$ cat src/rtl/bk_adder_pipe.sv
// bk_adder_pipe: pipelined Brent-Kung prefix adder/subtractor with valid/ready flow control.
//
// Ports
//   clk        rising-edge clock
//   rst_n      asynchronous active-low reset
//   in_valid   operand beat valid
//   in_ready   block can accept a beat this cycle
//   INPUTS     interleaved operands: INPUTS[2i]=a[i], INPUTS[2i+1]=b[i]
//   sub        0: a+b+cin, 1: a+~b+1 (cin ignored)
//   cin        carry-in for add mode
//   out_valid  result beat valid
//   out_ready  consumer accepts the result
//   OUTS       {carry-out, sum}; in subtract mode carry-out=1 means no borrow
//   ovf        two's-complement overflow of the signed sum
//
// The carry-in is folded into the prefix tree as an extra bit position 0 with
// g=cin_eff, p=0, so the tree spans WIDTH+1 positions and group G of positions
// [i:0] is directly the carry into operand bit i.
//
// Stage 0 captures g/p. The 2*D-1 prefix levels are split into PIPE_STAGES
// segments; segment k sits behind stage register k, and the last segment plus
// the sum XOR drive the outputs combinationally from the last stage register.
module bk_adder_pipe #(
  parameter int WIDTH       = 12,
  parameter int PIPE_STAGES = 2
) (
  input  logic               clk,
  input  logic               rst_n,
  input  logic               in_valid,
  output logic               in_ready,
  input  logic [2*WIDTH-1:0] INPUTS,
  input  logic               sub,
  input  logic               cin,
  output logic               out_valid,
  input  logic               out_ready,
  output logic [WIDTH:0]     OUTS,
  output logic               ovf
);

  localparam int N = WIDTH + 1;
  localparam int D = $clog2(N);
  localparam int L = 2 * D - 1;
  localparam int S = PIPE_STAGES;

  // first prefix level handled by segment j
  function automatic int seg_base(input int j);
    seg_base = (j * L) / S;
  endfunction

  // stage register feeding level lv, or 0 when lv is fed by the previous level
  function automatic int cut_of(input int lv);
    int r;
    r = 0;
    for (int j = 1; j < S; j++) begin
      if (seg_base(j) == lv) r = j;
    end
    return r;
  endfunction

  logic [WIDTH-1:0] a, b, bx;
  logic             cin_eff;

  logic [S-1:0]          v, adv, load;
  logic                  hole;
  logic [S-1:0][N-1:0]   g_q, p_q, g_d, p_d;
  logic [S-1:0][WIDTH-1:0] pr_q, pr_d;

  logic [L-1:0][N-1:0]   gi_g, gi_p, go_g, go_p;
  logic [N-1:0]          c;

  // operand de-interleave
  for (genvar i = 0; i < WIDTH; i++) begin : g_split
    assign a[i] = INPUTS[2*i];
    assign b[i] = INPUTS[2*i+1];
  end

  assign bx      = b ^ {WIDTH{sub}};
  assign cin_eff = sub | cin;

  // A stage moves on when it holds a beat and something downstream has room:
  // an empty later stage or the consumer taking the result.
  always_comb begin
    adv      = '0;
    load     = '0;
    hole     = 1'b0;
    in_ready = 1'b0;
    for (int k = 0; k < S; k++) begin
      hole = out_ready;
      for (int j = k + 1; j < S; j++) begin
        if (!v[j]) hole = 1'b1;
      end
      adv[k] = v[k] & hole;
    end
    in_ready = !v[0] | adv[0];
    load[0]  = in_valid & in_ready;
    for (int k = 1; k < S; k++) begin
      load[k] = adv[k-1];
    end
  end

  // stage register inputs
  assign g_d[0]  = {a & bx, cin_eff};
  assign p_d[0]  = {a ^ bx, 1'b0};
  assign pr_d[0] = a ^ bx;
  for (genvar k = 1; k < S; k++) begin : g_stage_d
    assign g_d[k]  = go_g[seg_base(k)-1];
    assign p_d[k]  = go_p[seg_base(k)-1];
    assign pr_d[k] = pr_q[k-1];
  end

  always_ff @(posedge clk or negedge rst_n) begin
    if (!rst_n) begin
      v    <= '0;
      g_q  <= '0;
      p_q  <= '0;
      pr_q <= '0;
    end else begin
      v <= load | (v & ~adv);
      // data only moves with a beat, so bubbles leave the registers quiet
      for (int k = 0; k < S; k++) begin
        if (load[k]) begin
          g_q[k]  <= g_d[k];
          p_q[k]  <= p_d[k];
          pr_q[k] <= pr_d[k];
        end
      end
    end
  end

  // Prefix levels 0..D-1 are the up-sweep (span 2^lv), levels D..2D-2 the
  // down-sweep (span 2^(2D-2-lv)). Positions beyond N simply do not exist,
  // which is a valid truncation because every node only looks downward.
  for (genvar lv = 0; lv < L; lv++) begin : g_lvl
    localparam int CJ   = cut_of(lv);
    localparam int DL   = (lv < D) ? lv : (2 * D - 2 - lv);
    localparam int SPAN = 1 << DL;

    if (lv == 0) begin : g_src_stage0
      assign gi_g[lv] = g_q[0];
      assign gi_p[lv] = p_q[0];
    end else if (CJ != 0) begin : g_src_cut
      assign gi_g[lv] = g_q[CJ];
      assign gi_p[lv] = p_q[CJ];
    end else begin : g_src_chain
      assign gi_g[lv] = go_g[lv-1];
      assign gi_p[lv] = go_p[lv-1];
    end

    for (genvar i = 0; i < N; i++) begin : g_bit
      if ((lv < D) ? (((i + 1) % (2 * SPAN)) == 0)
                   : ((((i + 1) % (2 * SPAN)) == SPAN) && (i >= 2 * SPAN))) begin : g_node
        assign go_g[lv][i] = gi_g[lv][i] | (gi_p[lv][i] & gi_g[lv][i-SPAN]);
        assign go_p[lv][i] = gi_p[lv][i] & gi_p[lv][i-SPAN];
      end else begin : g_pass
        assign go_g[lv][i] = gi_g[lv][i];
        assign go_p[lv][i] = gi_p[lv][i];
      end
    end
  end

  // c[i] is the carry into operand bit i; c[WIDTH] is the carry-out
  assign c         = go_g[L-1];
  assign OUTS      = {c[WIDTH], pr_q[S-1] ^ c[WIDTH-1:0]};
  assign ovf       = c[WIDTH] ^ c[WIDTH-1];
  assign out_valid = v[S-1];

endmodule

$ cat config.mk
export PLATFORM = sky130hd
export DESIGN_NAME = bk_adder_pipe
export DESIGN_NICKNAME = d
export VERILOG_FILES = /design/src/rtl/bk_adder_pipe.sv
export SDC_FILE = /design/constraint.sdc
export NUM_CORES = 1
export LEC_CHECK = 0
export ABC_AREA = 1
export CORE_MARGIN = 5
export CORE_UTILIZATION = 57
export DETAILED_ROUTE_END_ITERATION = 10
export PLACE_DENSITY = 0.84
export SYNTH_ARGS = -nofsm -noshare
export SYNTH_HDL_FRONTEND = slang
export SYNTH_SLANG_ARGS = --single-unit
$ cat constraint.sdc
create_clock -name clk -period 3.87 [get_ports clk]
set_clock_uncertainty 0.2 [all_clocks]
set_input_delay 0.5805 -clock clk [delete_from_list [all_inputs] [get_ports clk]]
set_output_delay 0.5805 -clock clk [all_outputs]
set_load 0.03 [all_outputs]
==> run metrics, run 1 <==
Final WS setup between 0.8 and 0.9 ns; Hold Crit Class input port to asynchronous set/reset pin; number of synthesized flops with an enable pin 0; chip height 79.3 um; root buf cell clkbuf_8; Final Cycle Share 79.2%; Critical Path AT approximately 2.3 ns; Crit path max-delay family buffers and inverters; Internal Power 1.10 mW; vias in the first global route approximately 2,000; row cnt 25; synthesized instance count 287; Remaining DRCs 0; Worst Path Buf+Inv 1; Seq/Total Area, Yosys 50.2%; most instantiated cells after synthesis 82 x nand2_1, 55 x dfrtp_1, 26 x inv_1, 19 x o21ai_0, 18 x ha_1; final hold viol count 0; clock-pin slew on the worst setup and hold paths 0.09 ns; core area 4690 um^2; Post-Route Setup TNS 0 ns; nets 377; top-area cell type share of the netlist area 50.2%; Area after DPL 3170 um^2; Antenna Violating Nets Remaining 0; synth top area cells dfrtp_1 50%, nand2_1 11%, ha_1 8.2%, o21ai_2 5.1%, xor2_1 4.8%; CP Capture Type primary output; RePlAce Congestion 0.734; max layer used met4; status complete, no violations; Initial DRC Count 135; Die X between 70 and 80 um; Pleak 1.63 nW; most numerous cell in the Yosys netlist nand2_1; largest net degree at the start of global routing 42; Max Slew Vio Count 0; DR vias/cell approximately 5.1; CTS tree done; final WL 5.16 mm; Ports 46; I/O Buffers 45; vias after detailed routing 1,970; hold_buf cts 0; ys async rst share 100%; Final min period between 3 and 4 ns; relative slew slack 51.5%; Post CTS Setup Buffer Count 0; dpl hpwl 3.75 mm; sequential fraction of design power 43.4%; finished layout cell area between 3000 and 4000 um^2; leading area contributor after synthesis dfrtp_1; post-synthesis cell type count 25; Warnings, synthesis 0; Main synth FF type dfrtp_1; Sink Count 55; Max Freq 326 MHz; crit start category flip-flop; Clk pwr share 19.2%; Starting Density a little under 60%; MaxCap Viol Count 0; Worst Path Max Fanout 4; fill count approximately 380; Met1 Routed Length 2.31 mm; first-pass GRT wire length 9.13 mm; #FFs+latches synth between 50 and 60; # diodes 0; critical path class flip-flop to primary output; Pwr Density 526 nW/um^2; initial antenna violation count 0; total die area 6290 um^2; DP Worst Slack 1.15 ns; met2 WL 2.56 mm; met3 routed wirelength 214 um; worst-margin pin slew between 0.7 and 0.8 ns; cell area after synthesis 2740 um^2; worst ir drop on vdd 346 uV; TritonCTS Buffers 5; post_cts resized 0; final setup vio count 0; layout cells sized above 1 about 14%; syn avg cell area 9.55 um^2; clk_lat worst skew just over 0.3 ns; H-tree Lvls 2; WP data required 3.09 ns; router iterations before antenna repair 4; crit-path cells a21o_1 -> ha_1 -> or2_2 -> xor2_1 -> clkdlybuf4s50_1; RSZ-0062 raised after global routing no; Logic pwr share roughly 37%; total net switching power 0.619 mW; max incr delay on CP 0.69 ns; WL per Instance 13.4 um; switching portion of total power 36.1%; Max Buffers Root-to-Sink 2; area delta synth->final 19.1%; Tot GR Track Use roughly a fifth; total congestion overflow 0; Syn Nets 335; total power 1.72 mW; Slowest-stage cell, CP clkdlybuf4s50_1
-- cells by family (layout without fill, tap and decap cells) --
group,after synthesis,in the layout,synth area share (%)
AO/OA/AOI/OAI,45,45,10.7
XOR/XNOR,19,19,6.07
adder cells (fa/ha/maj),18,18,8.22
buffers and inverters,39,82,7.31
flip-flops,55,55,50.2
AND/OR/NAND/NOR,111,111,17.5
-- final timing paths --
check | from | end | slack, ns | cells past startpoint
setup / recovery | c[7]$_DFFE_PN0P_ | ovf | 0.81 | 5
hold / removal | rst_n | v[0]$_DFF_PN0_ | 0.08 | 1
setup reg to reg | v[1]$_DFF_PN0_ | gi_p[50]$_DFFE_PN0P_ | 1.95 | 5
hold reg to reg | g_q[23]$_DFFE_PN0P_ | g_q[23]$_DFFE_PN0P_ | 0.29 | 2
max in group asynchronous | rst_n | pr_d[18]$_DFFE_PN0P_ | 2.61 | 2
min in group clk | g_q[23]$_DFFE_PN0P_ | g_q[23]$_DFFE_PN0P_ | 0.29 | 2
-- power groups by stage --
stage,Clock (mW),Sequential [mW],Combinational [mW]
3_3_place_gp,0,0.750,0.633
2_1_floorplan,0,0.740,0.439
4_1_cts,0.339,0.745,0.652
3_5_place_dp,0,0.756,0.646
6_report,0.330,0.745,0.642
5_1_grt,0.366,0.759,0.710
-- stage by stage --
step / util, % / hold slack [ns] / std cells
global route: 69.5 / 0.119 / 384
global placement: 67.5 / 0.261 / 376
floorplan: - / 0.0849 / 287
finish: 69.5 / 0.0769 / 384
CTS: 69.5 / 0.0899 / 384
detailed placement: 67.5 / 0.265 / 376
-- sequential cells by signal, indices dropped and copies added (netlist names) --
name	flops
gi_p	3
g_d	7
v	2
g_q	15
pr_q	12
c	4
pr_d	12
-- routing by layer --
metal | global-route usage, % | vias to the layer above
met5 | 0 | -
met4 | 7.22 | 0
met3 | 4.65 | 5
met2 | 30.3 | 41
met1 | 25.2 | 941
li1 | - | 983
-- cells in the final DEF (no fill, tap or decap) --
| master | synthesis | layout |
|---|---|---|
| nand2_4 | 1 | 1 |
| a21oi_1 | 4 | 4 |
| nor3_1 | 1 | 1 |
| nor2_1 | 5 | 5 |
| a21o_1 | 1 | 1 |
| inv_4 | 1 | 1 |
| dfrtp_1 | 55 | 55 |
| or2_2 | 1 | 1 |
| o21ai_1 | 3 | 3 |
| o21ai_0 | 19 | 19 |
| nand2_1 | 82 | 82 |
| nand3_1 | 4 | 4 |
| clkdlybuf4s50_1 | 0 | 44 |
| o21bai_1 | 2 | 2 |
| nand3_2 | 1 | 1 |
| clkbuf_1 | 1 | 1 |
| inv_1 | 26 | 26 |
| buf_4 | 3 | 1 |
| ha_1 | 18 | 18 |
| clkbuf_8 | 0 | 6 |
| clkinv_4 | 0 | 1 |
| inv_2 | 1 | 1 |
| xor2_1 | 15 | 15 |
| xnor2_1 | 4 | 4 |
| buf_2 | 2 | 1 |
| nand2_2 | 16 | 16 |
| o21ai_2 | 16 | 16 |
-- layout make-up --
cell class	count	area (um^2)	area share [%]
clock inverters	1	8.76	0.268
inverters	28	108	3.30
clock buffers	7	86.3	2.65
multi-input cells	193	1160	35.7
repair buffers	46	453	13.9
well taps	54	67.6	2.07
flip-flops and latches	55	1380	42.2
Power figures use the tool's default switching activity.
==> run 2, diff against run 1 <==
CORE_UTILIZATION = 53   (was 57)
PLACE_DENSITY = 0.79   (was 0.84)
clock period = 2.95 ns   (was 3.87 ns; I/O delays follow)
==> run 2 against run 1 <==
Against the previous run: global-route usage shrank 1.6 points; sequential power grew 31%; register-to-register slack lost 0.70 ns; total power grew 36%; utilization shrank 3.9 points; first-iteration DRC count shrank 47%; critical endpoint is now OUTS[12].
==> run metrics, run 2 (synthesized netlist as in run 1, its figures left out) <==
core area 5070 um^2 (+8.2%); Antenna Violating Nets Remaining 0 (unchanged); total die area 6710 um^2 (+6.6%); row cnt 26 (+4.0%); area delta synth->final 21.6%; Hold Crit Class flip-flop to flip-flop; Tot GR Track Use 17.4% (-1.6 points); WL per Instance 12.8 um (-4.9%); root buf cell clkbuf_8; dpl hpwl 3.81 mm (+1.6%); status complete, no violations; worst ir drop on vdd 371 uV (+7.2%); Ports 46 (unchanged); Starting Density 54.0% (-4.4 points); critical path class flip-flop to primary output; initial antenna violation count 0 (unchanged); Final Cycle Share 90.8%; CTS tree done; # diodes 0 (unchanged); final hold viol count 0 (unchanged); Worst Path Max Fanout 4 (unchanged); largest net degree at the start of global routing 42 (unchanged); relative slew slack 51.2% (-0.22 points); Max Freq between 300 and 400 MHz; clk_lat worst skew 0.31 ns (about the same); H-tree Lvls 2 (unchanged); first-pass GRT wire length 8.87 mm (-2.9%); RePlAce Congestion 0.765 (+4.2%); TritonCTS Buffers 5 (unchanged); total congestion overflow 0 (unchanged); Pwr Density 701 nW/um^2 (+33%); worst-margin pin slew 0.729 ns (+0.00332 ns); Pleak 1.67 nW (+2.3%); Post CTS Setup Buffer Count 0 (unchanged); chip height 81.9 um (+3.2%); Die X 81.9 um (+3.2%); max reg flops 15 (unchanged); Remaining DRCs 0 (unchanged); WP data required 2.31 ns (-0.78 ns); final WL 5.15 mm (-0.17%); I/O Buffers 45 (unchanged); CP Capture Type primary output; DR vias/cell 4.84 (-5.7%); max incr delay on CP 0.60 ns (-0.09 ns); vias after detailed routing 1,949 (-1.1%); final setup vio count 0 (unchanged); RSZ-0062 raised after global routing no; most frequent cells in the layout 82 x nand2_1, 55 x dfrtp_1, 43 x clkdlybuf4s50_1, 26 x inv_1, 19 x o21ai_0; Final min period 2.68 ns; router iterations before antenna repair 4 (unchanged); Post-Route Setup TNS 0 ns (unchanged); Slowest-stage cell, CP clkdlybuf4s50_1; Largest Register g_q; nets 380 (+0.80%); Initial DRC Count 71 (-47%); vias in the first global route 1,958 (+0.20%); Critical Path AT 2.04 ns (-0.24 ns); clock-pin slew on the worst setup and hold paths 0.09 ns (about the same); Max Buffers Root-to-Sink 2 (unchanged); commonest non-fill, non-tap cell in the layout nand2_1; crit start category flip-flop; Max Slew Vio Count 0 (unchanged); layout cells sized above 1 14.7% (+0.78 points); crit-path cells a21o_1 -> ha_1 -> or2_2 -> clkdlybuf4s50_1; Sink Count 55 (unchanged); MaxCap Viol Count 0 (unchanged); WHS 0.282 ns (+0.205 ns)
-- run 2: changes by cell type in the layout (fill, tap and decap cells not counted) --
| cell | delta |
|---|---|
| clkbuf_1 | -1 |
| dlygate4sd3_1 | +1 |
| bufinv_16 | +1 |
| buf_4 | +2 |
| clkdlybuf4s50_1 | -1 |
| dlymetal6s2s_1 | +1 |
| clkinv_4 | -1 |
| clkinv_2 | +1 |
-- run 2: timing repair --
action,CTS,global route
hold buffers,1,0
endpoints found under the setup margin,0,1
resized for setup,0,1
hold endpoints to repair,21,0
-- run 2: cell type report --
type,count,area [um^2]
Tap cell,70,87.6
Inverter,28,108
Multi-Input combinational cell,193,1160
Clock buffer,6,82.6
Sequential cell,55,1380
Clock inverter,2,35.0
Fill cell,441,1740
Timing Repair Buffer,49,480
-- run 2: final timing paths --
kind	slack (ns)	cells past startpoint	endpoint	start
max in group asynchronous	1.39	3	g_q[22]$_DFFE_PN0P_	rst_n
min in group asynchronous	0.51	2	pr_d[23]$_DFFE_PN0P_	rst_n
worst min-delay path	0.28	2	g_q[18]$_DFFE_PN0P_	g_q[18]$_DFFE_PN0P_
worst max register to register	1.25	5	g_d[13]$_DFFE_PN0P_	v[1]$_DFF_PN0_
worst min register to register	0.28	2	g_q[18]$_DFFE_PN0P_	g_q[18]$_DFFE_PN0P_
worst max-delay path	0.27	4	OUTS[12]	c[7]$_DFFE_PN0P_
-- run 2: critical path, delay by kind of cell (launching register included) --
kind	cells	cell delay [ns]
adders and majority gates	1	0.18
AOI/OAI and AO/OA	1	0.21
buffers and inverters	1	0.60
and+or+nand+nor	1	0.30
DFF	1	0.43
-- run 2: where the power goes --
part           leakage (nW)  internal [mW]  switching (mW)
sequential            0.695          0.892          0.0858
clock                0.0612          0.275           0.242
combinational         0.912          0.356           0.486
-- run 2: per-layer routing --
| metal | vias up | GRT usage, % | routed length [um] |
|---|---|---|---|
| li1 | 988 | - | - |
| met1 | 913 | 22.8 | 2380 |
| met2 | 43 | 28.8 | 2470 |
| met3 | 5 | 3.84 | 232 |
| met4 | 0 | 5.48 | 71 |
| met5 | - | 0 | 0 |
-- run 2: stage by stage --
stage	total power, mW	std cells	instance area (um^2)	utilization, %	worst slack (ns)
3_5_place_dp	1.84	394	3200	63.1	0.365
4_1_cts	2.36	403	3330	65.6	0.0158
2_1_floorplan	1.55	287	2740	-	0.768
5_1_grt	2.47	403	3330	65.7	0.207
3_3_place_gp	1.82	394	3200	63.1	0.393
6_report	2.34	403	3330	65.7	0.271
